File: src/rtl/pipe_mem_pkg.sv
// pipe_mem_pkg: shared states, widths and constants for the pipeline memory arbiter
package pipe_mem_pkg;
  localparam int ADDR_W_DEF = 32;
  localparam int DATA_W_DEF = 32;
  localparam logic [31:0] NOP_INST = 32'h00000013;
  typedef enum logic [1:0] {ARB, MEM, IF, REL} arb_state_t;
endpackage

File: src/rtl/bus_watchdog.sv
// bus_watchdog: counts stalled bus cycles and flags expiry after TIMEOUT of them
//   clk/rst   : clock, asynchronous active-low reset
//   i_clr     : clear the count (state change)
//   i_en      : a cycle spent waiting on the bus without ack
//   o_expire  : this waiting cycle is the TIMEOUT-th one; 0 when TIMEOUT=0
module bus_watchdog #(
  parameter int TIMEOUT = 255
) (
  input  logic clk,
  input  logic rst,
  input  logic i_clr,
  input  logic i_en,
  output logic o_expire
);
  localparam int CW = (TIMEOUT > 1) ? $clog2(TIMEOUT) : 1;
  logic [CW-1:0] r_cnt;
  always_ff @(posedge clk or negedge rst)
    if (!rst) r_cnt <= '0;
    else if (i_clr) r_cnt <= '0;
    else if (i_en) r_cnt <= r_cnt + CW'(1);
  // Expiry fires in the waiting cycle that would bring the count to TIMEOUT.
  assign o_expire = (TIMEOUT != 0) && i_en && (r_cnt == CW'(TIMEOUT - 1));
endmodule

File: src/rtl/pipe_mem_arbiter.sv
// pipe_mem_arbiter: serialises data access then fetch onto one shared memory bus
//   clk/rst                 : clock, asynchronous active-low reset
//   if_addr / if_rdata      : fetch address in, captured instruction out
//   mem_rd/mem_wr/mem_addr/mem_wdata / mem_rdata : data port in, captured load data out
//   pipe_stall              : holds PC and pipeline registers while not releasing
//   bus_req/we/addr/wdata   : shared bus request, held stable until the ack edge
//   bus_rdata/bus_ack       : bus read data and completion
//   bus_err                 : sticky watchdog timeout flag
module pipe_mem_arbiter
  import pipe_mem_pkg::*;
#(
  parameter int ADDR_W  = ADDR_W_DEF,
  parameter int DATA_W  = DATA_W_DEF,
  parameter int TIMEOUT = 255
) (
  input  logic              clk,
  input  logic              rst,
  input  logic [ADDR_W-1:0] if_addr,
  output logic [DATA_W-1:0] if_rdata,
  input  logic              mem_rd,
  input  logic              mem_wr,
  input  logic [ADDR_W-1:0] mem_addr,
  input  logic [DATA_W-1:0] mem_wdata,
  output logic [DATA_W-1:0] mem_rdata,
  output logic              pipe_stall,
  output logic              bus_req,
  output logic              bus_we,
  output logic [ADDR_W-1:0] bus_addr,
  output logic [DATA_W-1:0] bus_wdata,
  input  logic [DATA_W-1:0] bus_rdata,
  input  logic              bus_ack,
  output logic              bus_err
);
  arb_state_t        r_state, w_next;
  logic              r_wr;
  logic [ADDR_W-1:0] r_if_addr, r_mem_addr;
  logic [DATA_W-1:0] r_wdata;
  logic              w_busy, w_expire, w_done;
  assign w_busy = (r_state == MEM) || (r_state == IF);
  assign w_done = w_busy && (bus_ack || w_expire);
  bus_watchdog #(.TIMEOUT(TIMEOUT)) u_wdog (
    .clk      (clk),
    .rst      (rst),
    .i_clr    (r_state != w_next),
    .i_en     (w_busy && !bus_ack),
    .o_expire (w_expire)
  );
  always_ff @(posedge clk or negedge rst)
    if (!rst) r_state <= ARB;
    else r_state <= w_next;
  // Bus outputs and stall decode from the registered state only.
  always_comb begin
    w_next     = r_state;
    pipe_stall = (r_state != REL);
    bus_req    = w_busy;
    bus_we     = (r_state == MEM) && r_wr;
    bus_addr   = (r_state == MEM) ? r_mem_addr : (r_state == IF) ? r_if_addr : '0;
    bus_wdata  = (r_state == MEM) ? r_wdata : '0;
    unique case (r_state)
      ARB:     w_next = (mem_rd || mem_wr) ? MEM : IF;
      MEM:     w_next = w_done ? IF : MEM;
      IF:      w_next = w_done ? REL : IF;
      default: w_next = ARB;
    endcase
  end
  always_ff @(posedge clk or negedge rst)
    if (!rst) begin
      r_wr       <= 1'b0;
      r_if_addr  <= '0;
      r_mem_addr <= '0;
      r_wdata    <= '0;
      if_rdata   <= DATA_W'(NOP_INST);
      mem_rdata  <= '0;
      bus_err    <= 1'b0;
    end else begin
      if (r_state == ARB) begin
        r_wr       <= mem_wr;
        r_if_addr  <= if_addr;
        r_mem_addr <= mem_addr;
        r_wdata    <= mem_wdata;
        // A simultaneous read+write runs as a write with no load result.
        if (mem_rd && mem_wr) mem_rdata <= '0;
      end
      if (r_state == MEM && w_done && !r_wr) mem_rdata <= w_expire ? '0 : bus_rdata;
      if (r_state == IF && w_done) if_rdata <= w_expire ? DATA_W'(NOP_INST) : bus_rdata;
      if (w_expire) bus_err <= 1'b1;
    end
endmodule

File: config.mk
export PLATFORM = sky130hd
export DESIGN_NAME = pipe_mem_arbiter
export DESIGN_NICKNAME = d
export VERILOG_FILES = /design/src/rtl/pipe_mem_pkg.sv /design/src/rtl/bus_watchdog.sv /design/src/rtl/pipe_mem_arbiter.sv
export SDC_FILE = /design/constraint.sdc
export NUM_CORES = 1
export LEC_CHECK = 0
export CORE_ASPECT_RATIO = 0.75
export CORE_MARGIN = 2
export CORE_UTILIZATION = 49
export DETAILED_ROUTE_END_ITERATION = 10
export GPL_ROUTABILITY_DRIVEN = 0
export PLACE_DENSITY = 0.95
export SETUP_SLACK_MARGIN = 0.1
export SYNTH_ARGS = -nofsm -noshare
export SYNTH_HDL_FRONTEND = slang
export SYNTH_SLANG_ARGS = --single-unit
File: constraint.sdc
create_clock -name clk -period 5.51 [get_ports clk]
set_input_delay 0.8265 -clock clk [delete_from_list [all_inputs] [get_ports clk]]
set_output_delay 0.8265 -clock clk [all_outputs]
set_load 0.05 [all_outputs]
==> run summary, run 1 <==
The share of layout cells above drive strength 1 came out at 16.5%. The number of endpoints with negative hold slack in the final report was 0. The H-tree depth came out at 4. In this run the worst hold path is classified as reg2reg. A synthesized cell averages 11.4 sq um. In this run the static leakage power is 0.00463 uW. The standard cell core area came out at 15,300 sq um. Leaving out fill and tap cells, the most frequent cell in the layout is sky130_fd_sc_hd__clkdlybuf4s50_1. The mapped netlist covers 7720 sq um. The total power per unit cell area was 692 nW/um^2; the global-route wire length before repair was 33,600 um.

The tools report the number of fillers in the final layout as 1,040. The worst hold path terminates at bus_err. In this run the clock root is driven by a sky130_fd_sc_hd__clkbuf_16. The run gives 1,058 as the net total in the final layout. The number of buffers added to fix hold violations after cts is 0, and the delay of the slowest critical-path stage is 0.82 ns. The die outline width works out to 149 um. In this run the tightest slew margin relative to its limit is 26.5%. Count of final max-slew check failures: 0.

Worst endpoint data arrival time: 3.37 ns. Across all register-to-register paths, the minimum setup slack is 2.39 ns. The tools report the endpoint of the worst-slack reg-to-reg timing path as u_wdog.r_cnt[3].

Setup repair after global routing left no endpoint under its margin. The worst hold path begins at bus_err. The cell area after placement was 10,500 sq um; the final number of setup-violating endpoints was 0. The critical path contains buffers and inverters numbering 3 combined.

The clock input transition at the sequential cells of the worst setup and hold paths works out to 0.07 ns. The tools report the post-cts gate resize count as 0. Cell with the largest stage delay on the worst path: sky130_fd_sc_hd__clkdlybuf4s50_1. After synthesis, the netlist uses 46 different library cells. For this run, the top clock speed supported by timing is 238 MHz. STA classifies the critical path endpoint as an output pin.

Subtracting the final worst setup slack from the clock period gives 4.19 ns. After detailed routing, the number of remaining DRC violations is 0. For this run, the total global-route usage over all layers was measured as 25.5%. In this run the critical register-to-register path is launched from r_state[1]. The number of global-route vias before repair came out at 6,365.

Row generation in the floorplan step produced 39 rows. The tools report the total negative slack for setup checks as 0 ns. Once layout is complete, the cells apart from fillers number 1,136. The logs give 0 for the final global-route overflow total and 2 for the maximum clock path buffer count. Dividing the detail-routed wire length by the instance count gives 18.5 um. The final clock period utilization by the worst path is 76.1%. On the final layout, the worst clock skew is 0.00920 ns.

The transition time at the pin with the least slew margin came out at 1.10 ns. The count of antenna diodes in the layout is 0, and the number of warnings issued by yosys is 0. At the worst endpoint, the required time is 4.68 ns. Entering global routing, the biggest net connects 94 pins.

The count of buffers added on input and output ports is 264. The worst hold path stage count was 1; the die boundary height was 113 um. Counting every instance in the synthesized netlist gives 679. The kind of start point of the critical path was a flip-flop.

VDD sags by at most 503 uV. The number of placed instances with taps included is 1,104. The cell family contributing the most delay on the critical path was buffers and inverters. The flow ran to the end, and the final reports show no timing, DRC or antenna violations. For this run, the leading register cell type out of synthesis is sky130_fd_sc_hd__dfrtp_1. TritonCTS built the clock tree. The flip-flop and latch count after synthesis works out to 172. In this run, synthesis inferred 0 flip-flops with an integrated enable. Traced cell by cell, the critical path runs through inv_1 > ha_1 > nor2b_2 > buf_4 > a22o_1 > clkdlybuf4s50_1. For this design the top-level I/O count stands at 265. The largest fanout of any net on the critical path works out to 18. Relative to the synthesized area, the layout overhead comes to 42.7%. The pre-antenna-repair detailed-routing pass consisted of 4 iterations. Total clock buffers created by CTS: 17. For the area of all placed cells without fillers, the log shows 11,000 sq um. The tools report the area enclosed by the die boundary as 16,800 sq um. The tree built by TritonCTS fans out to 172 sinks.

The number of nets in the synthesized netlist is 819. Of the synthesized area, sequential elements account for 55.8%. Max-cap violations in this run came to 0. The initial DRC count came out at 330.

In this run the remaining antenna-violating nets after routing total 0. The async set or reset register ratio after synthesis was 100%. The worst setup path is of the reg2out kind.

The effective utilization at floorplan came out at 50.4%. The cell depth of the worst flop-to-flop path is 8, and the clock network latency to the later pin of the worst-skew pair is 0.42 ns. For this block, the routed nets add up to 21,000 um of wire.

The number of antenna violations at the first check in global routing came out at 0. The wire-length estimate of the detail-placed layout is 14,700 um. Summing over every cut layer, the via total after detailed routing is 6,284.

The library cells used most frequently in the layout, excluding fill and tap cells, are sky130_fd_sc_hd__clkdlybuf4s50_1 (263), sky130_fd_sc_hd__dfrtp_1 (169), sky130_fd_sc_hd__nand2_1 (98). The vias per cell is 5.53, and the buffer count from post-CTS setup fixing is 0.
==> flip-flops by register name, indices dropped and copies added (netlist names) <==
register      count
mem_rdata        32
r_wr              1
r_if_addr        32
bus_err           1
u_wdog.r_cnt      8
r_wdata          32
if_rdata         32
r_state           2
r_mem_addr       32
==> power breakdown <==
part	leakage (uW)	switching [uW]	internal [uW]
Sequential	0.00211	340	1850
Clock	0.000271	539	598
Combinational	0.00225	2690	1610
Total	0.00463	3570	4060
==> logic make-up after synthesis <==
family          share of synthesized area (%)
simple gates                             13.6
flops                                    55.8
compound gates                           11.4
mux                                      14.1
buf+inv                                  3.45
fa+ha+maj                                1.13
xor+xnor                                0.454
==> cells in the mapped netlist, types with 2 or more instances <==
| master | number | share of area, % |
|---|---|---|
| sky130_fd_sc_hd__o21ai_1 | 9 | 0.58 |
| sky130_fd_sc_hd__o21ai_0 | 58 | 3.8 |
| sky130_fd_sc_hd__nor2b_1 | 2 | 0.16 |
| sky130_fd_sc_hd__nor2_1 | 8 | 0.39 |
| sky130_fd_sc_hd__buf_2 | 9 | 0.58 |
| sky130_fd_sc_hd__o2111ai_1 | 9 | 1.0 |
| sky130_fd_sc_hd__mux2_2 | 97 | 14 |
| sky130_fd_sc_hd__buf_6 | 3 | 0.44 |
| sky130_fd_sc_hd__nand3_1 | 50 | 3.2 |
| sky130_fd_sc_hd__ha_1 | 7 | 1.1 |
| sky130_fd_sc_hd__or3_1 | 3 | 0.24 |
| sky130_fd_sc_hd__nand4_1 | 4 | 0.32 |
| sky130_fd_sc_hd__xnor2_1 | 3 | 0.34 |
| sky130_fd_sc_hd__buf_1 | 6 | 0.29 |
| sky130_fd_sc_hd__and2_1 | 35 | 2.8 |
| sky130_fd_sc_hd__inv_1 | 6 | 0.29 |
| sky130_fd_sc_hd__a21oi_1 | 4 | 0.26 |
| sky130_fd_sc_hd__nand2b_1 | 2 | 0.16 |
| sky130_fd_sc_hd__nand2_1 | 98 | 4.8 |
| sky130_fd_sc_hd__a22o_1 | 32 | 3.6 |
| sky130_fd_sc_hd__and3_1 | 2 | 0.16 |
| sky130_fd_sc_hd__buf_4 | 5 | 0.49 |
| sky130_fd_sc_hd__dfrtp_1 | 169 | 55 |
| sky130_fd_sc_hd__o211ai_1 | 7 | 0.68 |
| sky130_fd_sc_hd__dfstp_2 | 3 | 1.0 |
| sky130_fd_sc_hd__clkbuf_1 | 28 | 1.4 |
==> final cells by class <==
type                            instances  area (sq um)  area share (%)
Sequential cell                       172          4310            39.1
Multi-Input combinational cell        450          3180            28.8
Timing Repair Buffer                  271          2700            24.5
Clock buffer                           19           433            3.93
Tap cell                              205           256            2.33
Clock inverter                         13           130            1.18
Inverter                                6          22.5           0.204
==> metrics by stage <==
stage | hold WS, ns | total power (uW) | util, % | setup WS, ns
2_1_floorplan | 0.473 | 5090 | - | 2.78
3_3_place_gp | 0.449 | 6350 | 68.3 | 1.90
3_5_place_dp | 0.454 | 6500 | 68.3 | 1.74
4_1_cts | 0.472 | 7670 | 71.9 | 1.30
5_1_grt | 0.506 | 7980 | 71.9 | 1.17
6_report | 0.473 | 7630 | 71.9 | 1.32
==> layer usage <==
layer	global-route usage, %	up-vias	wire [um]
met4	9.65	0	569
met5	0	-	0
met3	6.73	49	1670
met1	32.1	3081	8250
li1	-	2876	-
met2	42.7	278	10500
==> worst max-delay path by stage <==
stage,endpoint,startpoint,depth (start not counted)
6_report,bus_addr[31],r_state[0],6
5_1_grt,bus_addr[31],r_state[0],6
4_1_cts,bus_addr[31],r_state[0],6
3_5_place_dp,bus_addr[31],r_state[0],6
3_3_place_gp,bus_addr[9],r_state[0],6
2_1_floorplan,bus_addr[14],r_state[1],5
Note: power is estimated with default switching activity, not from simulation.
==> run 2: changes to the inputs <==
--- a/config.mk
+++ b/config.mk
@@ -7,10 +7,10 @@
 export LEC_CHECK = 0
 export CORE_ASPECT_RATIO = 0.75
 export CORE_MARGIN = 2
-export CORE_UTILIZATION = 49
+export CORE_UTILIZATION = 46
 export DETAILED_ROUTE_END_ITERATION = 10
 export GPL_ROUTABILITY_DRIVEN = 0
-export PLACE_DENSITY = 0.95
+export PLACE_DENSITY = 0.92
 export SETUP_SLACK_MARGIN = 0.1
 export SYNTH_ARGS = -nofsm -noshare
 export SYNTH_HDL_FRONTEND = slang
==> constraint.sdc (replaced) <==
create_clock -name clk -period 4.06 [get_ports clk]
set_input_delay 0.609 -clock clk [delete_from_list [all_inputs] [get_ports clk]]
set_output_delay 0.609 -clock clk [all_outputs]
set_load 0.05 [all_outputs]
==> run summary, run 2 (synthesized netlist as in run 1, its figures left out) <==
The global-route wire length before repair was 34,100 um (+1.7%); the die outline width was 154 um (+3.1%). The data required time at the worst endpoint is 3.45 ns (-1.23 ns), and the quantity of I/O buffers inserted on ports is 264 (unchanged). TritonCTS built the clock tree. The top cell types in the final layout, fill and taps aside, are sky130_fd_sc_hd__clkdlybuf4s50_1 (263), sky130_fd_sc_hd__dfrtp_1 (169), sky130_fd_sc_hd__nand2_1 (98). The worst setup path is of the reg2out kind. The cell family contributing the most delay on the critical path is buffers and inverters. Cell with the largest stage delay on the worst path: sky130_fd_sc_hd__clkdlybuf4s50_1. The critical path goes through inv_1 > ha_2 > buf_12 > and2_1 > clkdlybuf4s50_1.

The buffer count from post-CTS setup fixing is 0 (unchanged). The clock input transition at the sequential cells of the worst setup and hold paths came out at 0.06 ns (about the same). The clock network latency to the later pin of the worst-skew pair was 0.42 ns (about the same). The number of fillers in the final layout was 1,167 (+12%). Largest fanout of any net on the critical path: 54 (+36). The transition time at the pin with the least slew margin was 0.941 ns (-0.162 ns); the standard cell core area was 16,200 sq um (+5.8%). The tools report the overall fraction of global-route tracks in use as 24.3% (-1.2 points). Number of placed instances with taps included: 1,113 (+0.82%).

The count of clock tree sinks was 172 (unchanged); the delay of the slowest critical-path stage was 0.84 ns (+0.02 ns). The final core utilization is 68.3% (-3.6 points), and the number of non-filler instances in the completed layout is 1,145 (+0.79%). The tree is rooted in a sky130_fd_sc_hd__clkbuf_16.

The type of the worst min-delay path was in2async. The total clock buffers created by CTS was 17 (unchanged). The post-cts gate resize count is 0 (unchanged). Initial DRC count: 402 (+22%).

Number of endpoints with negative hold slack in the final report: 0 (unchanged). Maximum clock path buffer count: 2 (unchanged). Setup repair after global routing left no endpoint under its margin. The final global-route overflow total was 0 (unchanged); the peak ir drop on the vdd network was 507 uV (+0.83%). The worst setup path is launched from a flip-flop. Maximum number of pins on one net before global-route repair: 103 (+9.6%). The tools report the overall routed net length as 21,700 um (+3.1%). The vias per cell was 5.49 (-0.77%); the area of all placed cells without fillers was 11,100 sq um (+0.51%). The first-pass detailed-route iteration total was 5 (+1). The overall via count from detail_route was 6,285 (+0.016%). The normalized max-slew margin was 37.3% (+11 points); the area enclosed by the die boundary was 17,800 sq um (+6.3%). Based on the critical path, the design can be clocked at up to 284 MHz. The cell area after placement is 10,500 sq um (+0.59%), and the count of nets left with antenna violations after detail routing is 0 (unchanged). Effective utilization at floorplan: 47.6% (-2.8 points).

The total DRC errors in the routed layout was 0 (unchanged). The logs give 0 (unchanged) for the final number of setup-violating endpoints and 1 (+1) for the number of antenna violations at the first check in global routing. The share of layout cells above drive strength 1 was 16.9% (+0.38 points). The worst setup path is captured at an output pin. The number of core rows is 40 (+2.6%). For the detailed placement HPWL, the log shows 15,000 um (+1.8%).

The worst path uses 86.7% of the clock period. The count of final max-slew check failures is 0 (unchanged), and the number of buffers added to fix hold violations after cts is 0 (unchanged). The tools report the total negative slack for setup checks as 0 ns (unchanged). The total power per unit cell area came out at 939 nW/um^2 (+36%).

The logs give 0.315 ns (-0.158 ns) for the worst-case hold slack and 265 (unchanged) for the I/O pin count. Leaving out fill and tap cells, the most frequent cell in the layout is sky130_fd_sc_hd__clkdlybuf4s50_1. The layout-stage area growth over the synthesis result works out to 43.5%.

For the reported leakage power, the log shows 0.00466 uW (+0.63%). The H-tree depth was 4 (unchanged); the worst endpoint data arrival time was 2.91 ns (-0.46 ns). The die boundary height was 116 um (+3.1%); the buffering stage count on the worst path with inverters included was 3 (unchanged).

Clock tree skew after final layout: 0.00882 ns (-0.000382 ns). The routed design could run at a clock period as short as 3.52 ns. The number of global-route vias before repair was 6,418 (+0.83%); the detail-routed net length per standard cell was 18.9 um (+2.3%). The run gives 1,062 (+0.38%) as the net total in the final layout.

The max-capacitance violation count came out at 0 (unchanged). The run finished with clean final reports.
run 2: cell types whose count changed in the layout (fill, tap and decap cells not counted), sizes merged:
| cell | change |
|---|---|
| buf | +4 |
| bufinv | +1 |
| clkinv | -2 |
| clkinvlp | +1 |
| diode | +1 |
| inv | -1 |
run 2: worst paths after layout:
kind | startpoint | end | slack [ns] | depth (start not counted)
max | r_state[1] | bus_wdata[16] | 0.54 | 5
min | rst | u_wdog.r_cnt[0] | 0.31 | 1
max reg2reg | r_state[1] | u_wdog.r_cnt[7] | 1.33 | 7
min reg2reg | bus_err | bus_err | 0.47 | 1
max in group asynchronous | rst | mem_rdata[23] | 2.92 | 2
min in group clk | bus_err | bus_err | 0.47 | 1
run 2: per-layer routing:
layer / vias up / routed length, um / part of all wire (%) / global-route usage (%)
li1: 2885 / - / - / -
met3: 54 / 1940 / 9.0 / 7.94
met4: 0 / 653 / 3.0 / 9.72
met2: 322 / 10600 / 49 / 40.6
met5: - / 0 / 0 / 0
met1: 3024 / 8510 / 39 / 29.8
run 2: through the flow:
stage | setup slack (ns) | total power, uW
CTS | 0.507 | 10500
finish | 0.539 | 10400
detailed placement | 0.982 | 8850
global route | 0.398 | 10900
floorplan | 1.55 | 6910
global placement | 1.02 | 8670
run 2: area by class of cell:
cell class                 instances  area, sq um  share of cell area [%]
sequential                       172         4310                    38.9
timing repair buffer             275         2750                    24.8
inverter                           6         22.5                   0.203
tap                              210          263                    2.37
clock inverter                    12          113                    1.02
multi-input combinational        450         3180                    28.7
antenna                            1         2.50                  0.0226
clock buffer                      19          443                    4.00
run 2: report_power, final:
group,internal [uW],switching (uW),total [uW]
registers,2510,452,2960
logic,2220,3680,5900
clock network,865,681,1550
total,5590,4820,10400
